<file path="src/rtl/bcd_display_scheduler.sv">
`default_nettype none
// ============================================================================
// Module      : bcd_display_scheduler
// Description : Loads an 8-bit binary value, converts it to three BCD digits
//               with a multi-cycle double-dabble FSM, and time-multiplexes
//               the digits onto shared active-low anode/segment lines.
//               Optional macro: LEADING_ZERO_BLANK_EN (blank leading zeros).
// Revision    : 1.0 - initial release
// ============================================================================
module bcd_display_scheduler #(
    parameter int TICK_DIV    = 250000,
    parameter int WIDTH_INPUT = 8
) (
    input  logic                   i_clk,
    input  logic                   i_rst_n,
    input  logic [WIDTH_INPUT-1:0] i_data,
    input  logic                   i_load,
    output logic                   o_busy,
    output logic                   o_done,
    output logic [11:0]            o_bcd,
    output logic [2:0]             o_an,
    output logic [7:0]             o_seg
);

    // Prescaler width; at least one bit so TICK_DIV=1 still elaborates.
    localparam int PW = (TICK_DIV > 1) ? $clog2(TICK_DIV) : 1;

    typedef enum logic [1:0] {
        S_IDLE  = 2'd0,
        S_SHIFT = 2'd1,
        S_DONE  = 2'd2
    } state_t;

    state_t                 state_q, state_d;
    logic [WIDTH_INPUT-1:0] bin_q, bin_d;
    logic [11:0]            scratch_q, scratch_d;
    logic [2:0]             cnt_q, cnt_d;
    logic [11:0]            bcd_q, bcd_d;
    logic                   done_q, done_d;
    logic [PW-1:0]          presc_q, presc_d;
    logic [1:0]             idx_q, idx_d;
    logic [2:0]             an_q, an_d;
    logic [7:0]             seg_q, seg_d;
    logic                   tick;
    logic [11:0]            adj;
    logic [3:0]             digit;

    // Active-low seven-segment pattern for one BCD nibble; >9 blanks.
    function automatic logic [7:0] seg_of(input logic [3:0] n);
        case (n)
            4'd0:    seg_of = 8'hC0;
            4'd1:    seg_of = 8'hF9;
            4'd2:    seg_of = 8'hA4;
            4'd3:    seg_of = 8'hB0;
            4'd4:    seg_of = 8'h99;
            4'd5:    seg_of = 8'h92;
            4'd6:    seg_of = 8'h82;
            4'd7:    seg_of = 8'hF8;
            4'd8:    seg_of = 8'h80;
            4'd9:    seg_of = 8'h90;
            default: seg_of = 8'hFF;
        endcase
    endfunction

    // Add-3 correction on every scratch nibble that is 5 or more.
    always_comb begin
        adj[3:0]   = (scratch_q[3:0]   >= 4'd5) ? scratch_q[3:0]   + 4'd3 : scratch_q[3:0];
        adj[7:4]   = (scratch_q[7:4]   >= 4'd5) ? scratch_q[7:4]   + 4'd3 : scratch_q[7:4];
        adj[11:8]  = (scratch_q[11:8]  >= 4'd5) ? scratch_q[11:8]  + 4'd3 : scratch_q[11:8];
    end

    // Conversion FSM next-state: IDLE -> SHIFT (8 cycles) -> DONE -> IDLE.
    always_comb begin
        state_d   = state_q;
        bin_d     = bin_q;
        scratch_d = scratch_q;
        cnt_d     = cnt_q;
        bcd_d     = bcd_q;
        done_d    = 1'b0;
        case (state_q)
            S_IDLE: begin
                if (i_load) begin
                    bin_d     = i_data;
                    scratch_d = 12'h000;
                    cnt_d     = 3'd0;
                    state_d   = S_SHIFT;
                end
            end
            S_SHIFT: begin
                {scratch_d, bin_d} = {adj[10:0], bin_q, 1'b0};
                cnt_d              = cnt_q + 3'd1;
                if (cnt_q == 3'(WIDTH_INPUT - 1)) begin
                    state_d = S_DONE;
                end
            end
            S_DONE: begin
                // Result and done pulse become visible together on the next edge.
                bcd_d   = scratch_q;
                done_d  = 1'b1;
                state_d = S_IDLE;
            end
            default: state_d = S_IDLE;
        endcase
    end

    // Scan prescaler, digit index and registered anode/segment drive.
    always_comb begin
        tick    = (presc_q == PW'(TICK_DIV - 1));
        presc_d = tick ? '0 : presc_q + PW'(1);
        idx_d   = idx_q;
        if (tick) begin
            idx_d = (idx_q >= 2'd2) ? 2'd0 : idx_q + 2'd1;
        end else if (idx_q == 2'd3) begin
            idx_d = 2'd0;
        end
        // Decode from next-state values so outputs track index and o_bcd
        // changes on the same edge that updates them.
        case (idx_d)
            2'd1:    begin an_d = 3'b101; digit = bcd_d[7:4];  end
            2'd2:    begin an_d = 3'b011; digit = bcd_d[11:8]; end
            default: begin an_d = 3'b110; digit = bcd_d[3:0];  end
        endcase
        seg_d = seg_of(digit);
`ifdef LEADING_ZERO_BLANK_EN
        if (idx_d == 2'd2 && bcd_d[11:8] == 4'd0) begin
            seg_d = 8'hFF;
        end
        if (idx_d == 2'd1 && bcd_d[11:8] == 4'd0 && bcd_d[7:4] == 4'd0) begin
            seg_d = 8'hFF;
        end
`endif
    end

    // State registers with synchronous active-low reset.
    always_ff @(posedge i_clk) begin
        if (!i_rst_n) begin
            state_q   <= S_IDLE;
            bin_q     <= '0;
            scratch_q <= 12'h000;
            cnt_q     <= 3'd0;
            bcd_q     <= 12'h000;
            done_q    <= 1'b0;
            presc_q   <= '0;
            idx_q     <= 2'd0;
            an_q      <= 3'b110;
            seg_q     <= 8'hC0;
        end else begin
            state_q   <= state_d;
            bin_q     <= bin_d;
            scratch_q <= scratch_d;
            cnt_q     <= cnt_d;
            bcd_q     <= bcd_d;
            done_q    <= done_d;
            presc_q   <= presc_d;
            idx_q     <= idx_d;
            an_q      <= an_d;
            seg_q     <= seg_d;
        end
    end

    assign o_busy = (state_q == S_SHIFT);
    assign o_done = done_q;
    assign o_bcd  = bcd_q;
    assign o_an   = an_q;
    assign o_seg  = seg_q;

endmodule
`default_nettype wire

</file>
<file path="config.mk">
export PLATFORM = sky130hd
export DESIGN_NAME = bcd_display_scheduler
export DESIGN_NICKNAME = d
export VERILOG_FILES = /design/src/rtl/bcd_display_scheduler.sv
export SDC_FILE = /design/constraint.sdc
export NUM_CORES = 1
export LEC_CHECK = 0
export ABC_CLOCK_PERIOD_IN_PS = 3350
export CORE_MARGIN = 2
export CORE_UTILIZATION = 55
export CTS_CLUSTER_DIAMETER = 200
export CTS_CLUSTER_SIZE = 10
export DETAILED_ROUTE_END_ITERATION = 12
export DONT_BUFFER_PORTS = 1
export PLACE_DENSITY = 0.7
export SYNTH_ARGS = -nofsm -noshare
export SYNTH_HDL_FRONTEND = slang
export SYNTH_SLANG_ARGS = --single-unit
</file>
<file path="constraint.sdc">
create_clock -name i_clk -period 3.35 [get_ports i_clk]
set_input_delay 0.1675 -clock i_clk [delete_from_list [all_inputs] [get_ports i_clk]]
set_output_delay 0.1675 -clock i_clk [all_outputs]
set_load 0.03 [all_outputs]
</file>
==> metrics.md, run 1 <==
| Metric | Value |
|---|---|
| Status | complete, no violations |
| Final Hold Vio Count | 0 |
| Post-route non-filler standard cell count | 426 |
| Wire per inst | around 15 um |
| Critical Path AT | roughly 3.3 ns |
| Total Nets Final | 376 |
| Setup WS post-layout | 0.244 ns |
| Clock skew | 0.00716 ns |
| Drt total wl | 6430 um |
| CTS tree | yes |
| Largest net degree at the start of global routing | 37 |
| Core area | 5470 um2 |
| # setup viols final | 0 |
| Post-synth EDFFs | 0 |
| Design area | roughly 3400 um2 |
| Syn. warnings | 0 |
| I/O Buffers | 0 |
| Row cnt | 27 |
| Placed Area | approximately 3100 um2 |
| Slew @ Worst Pin | between 0.7 and 0.8 ns |
| Area share of the largest cell type after synthesis | 43.8% |
| Initial Util | 56.8% |
| Leakage | around 1.4 nW |
| Max Slew Vio Count | 0 |
| Num Clock Sinks | 68 |
| Final worst path period need | 3.11 ns |
| GRT overflow | 0 |
| Remaining DRCs | 0 |
| Tcrit/Tclk final | about 93% |
| FMAX | 0.322 GHz |
| Clock tree buffer depth | 2 |
| Hold Path Class | input pin to flop |
| Asr flop ratio synth | 0% |
| Seq cells post-synth | 68 |
| DR vias/cell | 5.49 |
| ANT cells | 0 |
| Synth cell types | 44 |
| Routability cong. | 0.771 |
| Total GRT Usage | between 20% and 30% |
| Layout area overhead | 10.5% |
| Max-Cap Viols | 0 |
| Vias in the first global route | 2261 |
| Most area-hungry cell type in the Yosys netlist | dfxtp_1 |
| Die W | 79.2 um |
| Worst EP required | ~3.6 ns |
| Chip Height | 79.2 um |
| Setup TNS | 0 ns |
| Seq/Total Area, Yosys | 43.8% |
| # H-tree levels | 3 |
| First-pass GRT wire length | a little over 10000 um |
| Final Core Density | 62.8% |
| Clock Latency Late Sink | between 0.3 and 0.4 ns |
| Setup slack at placement | 0.172 ns |
| Crit path launch type | flop |
| Syn_nets | 374 |
| Post-Syn Instances | 347 |
| Num CTS Buffers | 9 |
| Clk slew on worst S/H paths | 0.08 ns |
| Drt first pass iters | 5 |
| Crit Path Max Fanout | 5 |
| Syn avg cell area | 8.96 um2 |
| DP HPWL | 4120 um |
| Detail Route Antenna Nets | 0 |
| Dpl cells | 404 |
| Worst vdd ir | 0.000268 V |
| CP Capture Type | flop |
| Main synth FF type | dfxtp_1 |
| Worst slew margin | around half |
| Pwr dens | 498 nW/um2 |
| Top post-synthesis cells by area | dfxtp_1, nor2_1, ha_1 |
| Die ar. | 6270 um2 |
| CTS root buffer | clkbuf_8 |
| Fraction of layout cells with a size suffix above 1 | 11.6% |
| Ports | 36 |
| Setup CP Type | flop to flop |
| Synthesized area | 3110 um2 |
| Total number of vias | 2339 |
| Initial antenna violation count | 0 |
| Iter 0 DRT Violations | 94 |
## layout by cell type, fill, tap and decap left out, types with 2 or more instances in the layout
cell	netlist	routed
nand3_1	12	11
mux2i_1	15	15
nor2b_1	5	5
clkbuf_8	0	9
buf_4	1	4
xor2_1	13	13
clkinv_2	0	2
a31oi_1	2	2
inv_1	16	16
clkinvlp_4	0	2
and3_1	4	4
ha_1	16	15
o22ai_1	2	2
mux2_2	2	2
nand2_1	15	15
o21ai_0	8	8
nor3b_1	2	2
a211oi_1	2	2
o221a_2	7	7
bufinv_16	0	3
dlygate4sd3_1	0	3
and2_1	3	3
nand4_1	4	4
a22oi_1	9	9
a21oi_1	21	21
nor2_1	66	65
nand2b_1	6	6
xnor2_1	9	9
dfxtp_1	68	68
nor3_1	8	8
## layout make-up
cell class	instances	area [um2]
Fill cell	494	2040
Multi-Input combinational cell	245	1620
Sequential cell	68	1360
Clock buffer	9	124
Clock inverter	7	115
Tap cell	72	90.1
Inverter	18	67.6
Timing Repair Buffer	7	60.1
## cell usage after synthesis, drive strengths merged (2+ instances only)
master  count
o21ai       8
xnor2       9
nor3        9
and3        4
inv        17
nand3      12
nor2b       5
and2        3
a21oi      21
xor2       13
nor4        2
a31oi       2
nor2       67
a211oi      2
nand2      15
dfxtp      68
buf         7
nor3b       2
o221a       7
mux2i      15
a22oi       9
o22ai       2
ha         16
mux2        2
clkbuf      9
nand2b      7
nand4       4
## power by group
group          leakage, nW  switching, mW  internal, mW
registers            0.551         0.0127         0.822
logic                0.747         0.0428        0.0277
clock network        0.115          0.314         0.491
## logic make-up after synthesis
kind of cell	count (synthesis)	share of synthesized area, %
AND/OR/NAND/NOR	133	20.3
XOR/XNOR	22	6.19
flip-flops	68	43.8
multiplexers	17	5.55
AO/OA/AOI/OAI	56	12.4
buffers and inverters	34	5.23
adder cells (fa/ha/maj)	16	6.44
other	1	0.121
## worst max-delay path, cell delays in order (launching register included)
cell and delay, ns:
dfxtp_1 0.34, or4_1 0.54, nor2_2 0.11, nand3_2 0.12, xor2_1 0.19, nor2_1 0.15
inv_1 0.10, ha_4 0.28, inv_1 0.07, nand2_1 0.11, nor2_1 0.08, nor3_4 0.27
inv_2 0.13, ha_1 0.24, mux2i_1 0.16, a21oi_1 0.09
## stage by stage
stage	power (mW)	hold WS, ns
2_1_floorplan	0.909	0.289
3_3_place_gp	0.917	0.247
3_5_place_dp	0.918	0.244
4_1_cts	1.72	0.135
5_1_grt	1.77	0.133
6_report	1.71	0.141
## routing by layer
metal / track usage [%] / vias up / share of wire (%)
met2: 34.1 / 41 / 48
met4: 7.76 / 0 / 1.2
met5: 0 / - / 0
met1: 26.1 / 1111 / 45
li1: - / 1178 / -
met3: 7.16 / 9 / 5.6
## path summary, 6_finish.rpt
kind / start / to / slack [ns] / depth (start not counted)
setup / recovery: presc_q[4]$_SDFF_PP0_ / o_seg[5]$_SDFF_PN0_ / 0.24 / 15
hold / removal: i_load / bin_q[6]$_SDFFE_PN0P_ / 0.14 / 2
setup reg to reg: presc_q[4]$_SDFF_PP0_ / o_seg[5]$_SDFF_PN0_ / 0.24 / 15
hold reg to reg: presc_q[0]$_SDFF_PP0_ / presc_q[0]$_SDFF_PP0_ / 0.47 / 1
## state kept, by name, summed over array words and instances (netlist names), 2 cells and up
signal,count
presc_q,18
o_bcd,12
scratch_q,12
bin_q,8
o_seg,7
cnt_q,3
o_an,3
idx_q,2
state_q,2
## repair_timing
| action | 4_1_cts | 5_1_grt |
|---|---|---|
| hold buffers | 3 | 0 |
| setup endpoints to repair | 0 | 7 |
| setup buffers | 0 | 3 |
| resized for setup | 0 | 5 |
| hold endpoints to repair | 18 | 0 |
Note: power is estimated with default switching activity, not from simulation.
==> run 2: changes to the inputs <==
- CTS_BUF_LIST: not set -> sky130_fd_sc_hd__clkbuf_4
- SETUP_SLACK_MARGIN: not set -> 0.2
==> metrics.md, run 2 (same netlist as run 1, synthesis figures left out) <==
| Metric | Value |
|---|---|
| DR vias/cell | 5.56 (+1.2%) |
| Total number of vias | 2378 (+1.7%) |
| GRT overflow | 0 (unchanged) |
| First-pass GRT wire length | 10400 um (+0.67%) |
| Final Hold Vio Count | 0 (unchanged) |
| I/O Buffers | 0 (unchanged) |
| Routability cong. | 0.771 (unchanged) |
| Switch Pwr | 363 uW (-1.9%) |
| Most common cell after layout, fill and taps aside | dfxtp_1 |
| Total Nets Final | 378 (+0.53%) |
| Combinational share of power | 4.4% (+0.3 points) |
| Worst slew margin | 50.3% (-0.51 points) |
| Drt first pass iters | 5 (unchanged) |
| Vias in the first global route | 2248 (-0.57%) |
| Hold Slack | 0.0494 ns (-0.0914 ns) |
| CTS tree | yes |
| Worst EP required | 3.66 ns (+0.09 ns) |
| Iter 0 DRT Violations | 117 (+24%) |
| RSZ-0062 raised after global routing | false |
| Leakage | 1.40 nW (-0.93%) |
| Chip Height | 79.2 um (unchanged) |
| Setup WS post-layout | 0.332 ns (+0.0885 ns) |
| Die W | 79.2 um (unchanged) |
| Total GRT Usage | 21.5% (+0.46 points) |
| Crit Path Max Fanout | 5 (unchanged) |
| Wire per inst | 15.5 um (+2.5%) |
| Setup CP Type | flop to flop |
| Layout area overhead | 10.7% |
| Initial Util | 56.8% (unchanged) |
| Post-route non-filler standard cell count | 428 (+0.47%) |
| Clock skew | 0.0132 ns (+0.00604 ns) |
| Clock Latency Late Sink | 0.42 ns (+0.08 ns) |
| DP HPWL | 4120 um (unchanged) |
| Drt total wl | 6620 um (+2.9%) |
| Row cnt | 27 (unchanged) |
| Initial antenna violation count | 0 (unchanged) |
| Final worst path period need | 3.02 ns (-0.0885 ns) |
| Core area | 5470 um2 (unchanged) |
| Crit path launch type | flop |
| Ports | 36 (unchanged) |
| Clock power share | 43.0% (-4.1 points) |
| Clock tree buffer depth | 2 (unchanged) |
| Share of power burned in registers | 52.6% (+3.8 points) |
| Tcrit/Tclk final | 90.1% (-2.6 points) |
| Largest net degree at the start of global routing | 37 (unchanged) |
| Dpl cells | 404 (unchanged) |
| Setup slack at placement | 0.172 ns (unchanged) |
| CTS root buffer | clkbuf_4 |
| Num Clock Sinks | 68 (unchanged) |
| Status | complete, no violations |
| Worst vdd ir | 0.000286 V (+6.6%) |
| Num CTS Buffers | 9 (unchanged) |
| Slew @ Worst Pin | 0.744 ns (+0.00760 ns) |
| Pwr dens | 461 nW/um2 (-7.4%) |
| # setup viols final | 0 (unchanged) |
| Largest Register | presc_q |
| Sw frac | 22.9% (+1.2 points) |
| Fraction of layout cells with a size suffix above 1 | 14.9% (+3.3 points) |
| FMAX | 0.331 GHz (+2.9%) |
| Internal | 1.22 mW (-8.7%) |
| CP Capture Type | flop |
| Remaining DRCs | 0 (unchanged) |
| Max-Cap Viols | 0 (unchanged) |
| Critical Path AT | 3.33 ns (about the same) |
| Hold Path Class | input pin to flop |
| ANT cells | 0 (unchanged) |
| Detail Route Antenna Nets | 0 (unchanged) |
| Die ar. | 6270 um2 (unchanged) |
| # H-tree levels | 3 (unchanged) |
| Most frequent cells in the layout | dfxtp_1, nor2_1, a21oi_1, mux2i_1, ha_1 |
| Max FFs per register | 18 (unchanged) |
| Max Slew Vio Count | 0 (unchanged) |
| Clk slew on worst S/H paths | 0.12 ns (+0.04 ns) |
| Setup TNS | 0 ns (unchanged) |
[run 2: area by class of cell]
class                           instances  area [um2]
Fill cell                             482        2030
Multi-Input combinational cell        245        1670
Sequential cell                        68        1360
Clock inverter                          7         115
Tap cell                               72        90.1
Timing Repair Buffer                    9        75.1
Clock buffer                            9        67.6
Inverter                               18        67.6
[run 2: power by group through the flow]
stage / sequential, mW / clock, mW / combinational [mW]
6_report: 0.835 / 0.683 / 0.0703
5_1_grt: 0.838 / 0.727 / 0.0780
4_1_cts: 0.835 / 0.694 / 0.0706
3_5_place_dp: 0.853 / 0 / 0.0643
3_3_place_gp: 0.853 / 0 / 0.0637
2_1_floorplan: 0.848 / 0 / 0.0616
[run 2: critical path: stages, from the launching register on]
cell and delay, ns:
dfxtp_2 0.36, or4_4 0.55, nor2_4 0.12, nand3_4 0.11, xor2_2 0.22, nor2_2 0.15
inv_2 0.06, ha_4 0.28, inv_2 0.05, nand2_2 0.09, nor2_2 0.06, nor3_4 0.26
inv_2 0.10, buf_4 0.15, o31ai_4 0.28, a21oi_1 0.07
[run 2: metal layers]
layer  GRT usage, %  share of wire [%]
met2           34.5                 48
met5              0                  0
met3           6.14                6.1
met4           11.4                1.9
met1           26.2                 44
[run 2: worst paths after layout]
kind | from | end | slack [ns] | cells after the start
min reg2reg | presc_q[0]$_SDFF_PP0_ | presc_q[0]$_SDFF_PP0_ | 0.47 | 1
max | presc_q[4]$_SDFF_PP0_ | o_seg[5]$_SDFF_PN0_ | 0.33 | 15
min | i_load | bin_q[4]$_SDFFE_PN0P_ | 0.05 | 2
max reg2reg | presc_q[4]$_SDFF_PP0_ | o_seg[5]$_SDFF_PN0_ | 0.33 | 15
[run 2: repair_timing]
action	in CTS	in global routing
endpoints found under the hold margin	18	0
resized for setup	1	17
pin swaps	1	5
setup buffers	1	4
endpoints found under the setup margin	7	7
hold buffers	3	0
[run 2: stage by stage]
| stage | instance area [um2] | power, mW | utilization, % |
|---|---|---|---|
| 2_1_floorplan | 3110 | 0.909 | - |
| 3_5_place_dp | 3110 | 0.918 | 56.9 |
| 6_report | 3440 | 1.59 | 62.9 |
| 3_3_place_gp | 3110 | 0.917 | 56.9 |
| 4_1_cts | 3340 | 1.60 | 61.0 |
| 5_1_grt | 3440 | 1.64 | 62.9 |
==> run 3: changes to the inputs <==
- GPL_ROUTABILITY_DRIVEN: not set -> 0
- HOLD_SLACK_MARGIN: not set -> 0.05
==> metrics.md, run 3 (same netlist as run 1, synthesis figures left out) <==
| Metric | Value |
|---|---|
| Status | complete, no violations |
| RSZ-0062 raised after global routing | false |
| Largest net degree at the start of global routing | 37 (unchanged) |
| Design area | 3440 um2 (unchanged) |
| CTS tree | yes |
| Most frequent CP cell | inv_2 |
| Final Hold Vio Count | 0 (unchanged) |
| Num CTS Buffers | 9 (unchanged) |
| Slew @ Worst Pin | 0.749 ns (+0.00476 ns) |
| Clock Latency Late Sink | 0.42 ns (about the same) |
| CP delay by family, top | simple AND/OR/NAND/NOR gates |
| Total GRT Usage | 21.6% (+0.048 points) |
| CP Capture Type | flop |
| Pwr dens | 461 nW/um2 (about the same) |
| Drt total wl | 6640 um (+0.24%) |
| Largest Register | presc_q |
| Wire per inst | 15.5 um (+0.24%) |
| Crit Path Max Fanout | 8 (+3) |
| I/O Buffers | 0 (unchanged) |
| CTS root buffer | clkbuf_4 |
| FMAX | 0.332 GHz (about the same) |
| Num Clock Sinks | 68 (unchanged) |
| Critical Path AT | 3.33 ns (about the same) |
| Core area | 5470 um2 (unchanged) |
| GRT overflow | 0 (unchanged) |
| Clk slew on worst S/H paths | 0.12 ns (about the same) |
| Final worst path period need | 3.02 ns (-0.00108 ns) |
| First-pass GRT wire length | 10500 um (+0.27%) |
| Clock tree buffer depth | 2 (unchanged) |
| DP HPWL | 4120 um (unchanged) |
| Slowest CP cell | or4_4 |
| Fraction of layout cells with a size suffix above 1 | 14.9% (unchanged) |
| Reg area | 1360 um2 (unchanged) |
| Total Nets Final | 378 (unchanged) |
| Drt first pass iters | 4 (-1) |
| # H-tree levels | 3 (unchanged) |
| Crit-path max cell delay | 0.55 ns (about the same) |
| Most frequent cells in the layout | dfxtp_1, nor2_1, a21oi_1, mux2i_1, ha_1 |
| Layout area overhead | 10.7% (unchanged) |
| Leakage | 1.40 nW (unchanged) |
| Hold Path Class | input pin to flop |
| Worst EP required | 3.66 ns (about the same) |
| Detail Route Antenna Nets | 0 (unchanged) |
| DR vias/cell | 5.59 (+0.59%) |
| Most common cell after layout, fill and taps aside | dfxtp_1 |
| Worst path buffer plus inverter count | 2 (-2) |
| Iter 0 DRT Violations | 128 (+9.4%) |
| R2R setup slack | 0.33 ns (about the same) |
| Total number of vias | 2392 (+0.59%) |
| ANT cells | 0 (unchanged) |
| Number of fill cells in the layout | 482 (unchanged) |
| Crit-path cells | or4_4, nor2_4, nand3_4, xor2_2, nor2_2, inv_2, ha_4, inv_2, nand2_2, nor2_1, or3_4, o31ai_4, a21oi_1 |
| Setup TNS | 0 ns (unchanged) |
| Clock skew | 0.0122 ns (-0.00102 ns) |
| Initial Util | 56.8% (unchanged) |
| Setup CP Type | flop to flop |
| Vias in the first global route | 2260 (+0.53%) |
| Max FFs per register | 18 (unchanged) |
| Max Slew Vio Count | 0 (unchanged) |
| Ports | 36 (unchanged) |
| Placed Area | 3110 um2 (unchanged) |
| # setup viols final | 0 (unchanged) |
| Tcrit/Tclk final | 90.0% (about the same) |
| Row cnt | 27 (unchanged) |
| Chip Height | 79.2 um (unchanged) |
| Crit path launch type | flop |
| Worst vdd ir | 0.000286 V (+0.13%) |
| Die ar. | 6270 um2 (unchanged) |
| Multi-input gate area | 1670 um2 (unchanged) |
| Remaining DRCs | 0 (unchanged) |
| Die W | 79.2 um (unchanged) |
| Initial antenna violation count | 0 (unchanged) |
| Worst slew margin | 50.0% (-0.32 points) |
| Max-Cap Viols | 0 (unchanged) |
==> run 3: cell counts in the layout (fill, tap and decap cells not counted) <==
No cell type changed its count.
==> run 3: power breakdown <==
| group | internal (mW) | switching (mW) | leakage (nW) |
|---|---|---|---|
| combinational | 0.0276 | 0.0437 | 0.756 |
| clock | 0.375 | 0.307 | 0.0919 |
| sequential | 0.823 | 0.0126 | 0.551 |
| total | 1.22 | 0.363 | 1.40 |
==> run 3: cell type report <==
class / instances / share of cell area [%]
Sequential cell: 68 / 39.6
Inverter: 18 / 1.96
Clock inverter: 7 / 3.34
Clock buffer: 9 / 1.96
Tap cell: 72 / 2.62
Timing Repair Buffer: 9 / 2.18
Multi-Input combinational cell: 245 / 48.4
==> run 3: routing by layer <==
layer / part of all wire (%) / GRT usage, % / up-vias / wire length [um]
li1: - / - / 1186 / -
met1: 44 / 26.0 / 1140 / 2890
met2: 49 / 34.9 / 56 / 3220
met3: 6.0 / 6.14 / 10 / 398
met4: 1.9 / 11.4 / 0 / 129
met5: 0 / 0 / - / 0
==> run 3: final timing paths <==
path / depth (start not counted) / startpoint / endpoint
worst max-delay path: 13 / presc_q[4]$_SDFF_PP0_ / o_seg[5]$_SDFF_PN0_
worst min-delay path: 3 / i_data[2] / bin_q[2]$_SDFFE_PN0P_
worst max register to register: 13 / presc_q[4]$_SDFF_PP0_ / o_seg[5]$_SDFF_PN0_
worst min register to register: 1 / presc_q[0]$_SDFF_PP0_ / presc_q[0]$_SDFF_PP0_
==> run 3: tightest hold or removal path, cell delays in order <==
cell,delay [ns]
nor3b_1,0.03
a21oi_1,0.11
o221a_2,0.18
==> run 3: what timing repair did <==
item	4_1_cts	5_1_grt
resized for setup	1	17
hold buffers	3	0
buffers inserted	1	4
hold endpoints to repair	18	0
setup endpoints to repair	7	7
pin swaps	1	5
==> run 3: stage by stage <==
| stage | cells | hold WS (ns) | power, mW | worst slack (ns) | utilization (%) |
|---|---|---|---|---|---|
| 2_1_floorplan | 347 | 0.289 | 0.909 | 0.438 | - |
| 3_3_place_gp | 404 | 0.247 | 0.917 | 0.254 | 56.9 |
| 3_5_place_dp | 404 | 0.244 | 0.918 | 0.172 | 56.9 |
| 4_1_cts | 424 | 0.0722 | 1.60 | 0.204 | 61.0 |
| 5_1_grt | 428 | 0.0869 | 1.64 | 0.176 | 62.9 |
| 6_report | 428 | 0.0930 | 1.59 | 0.333 | 62.9 |
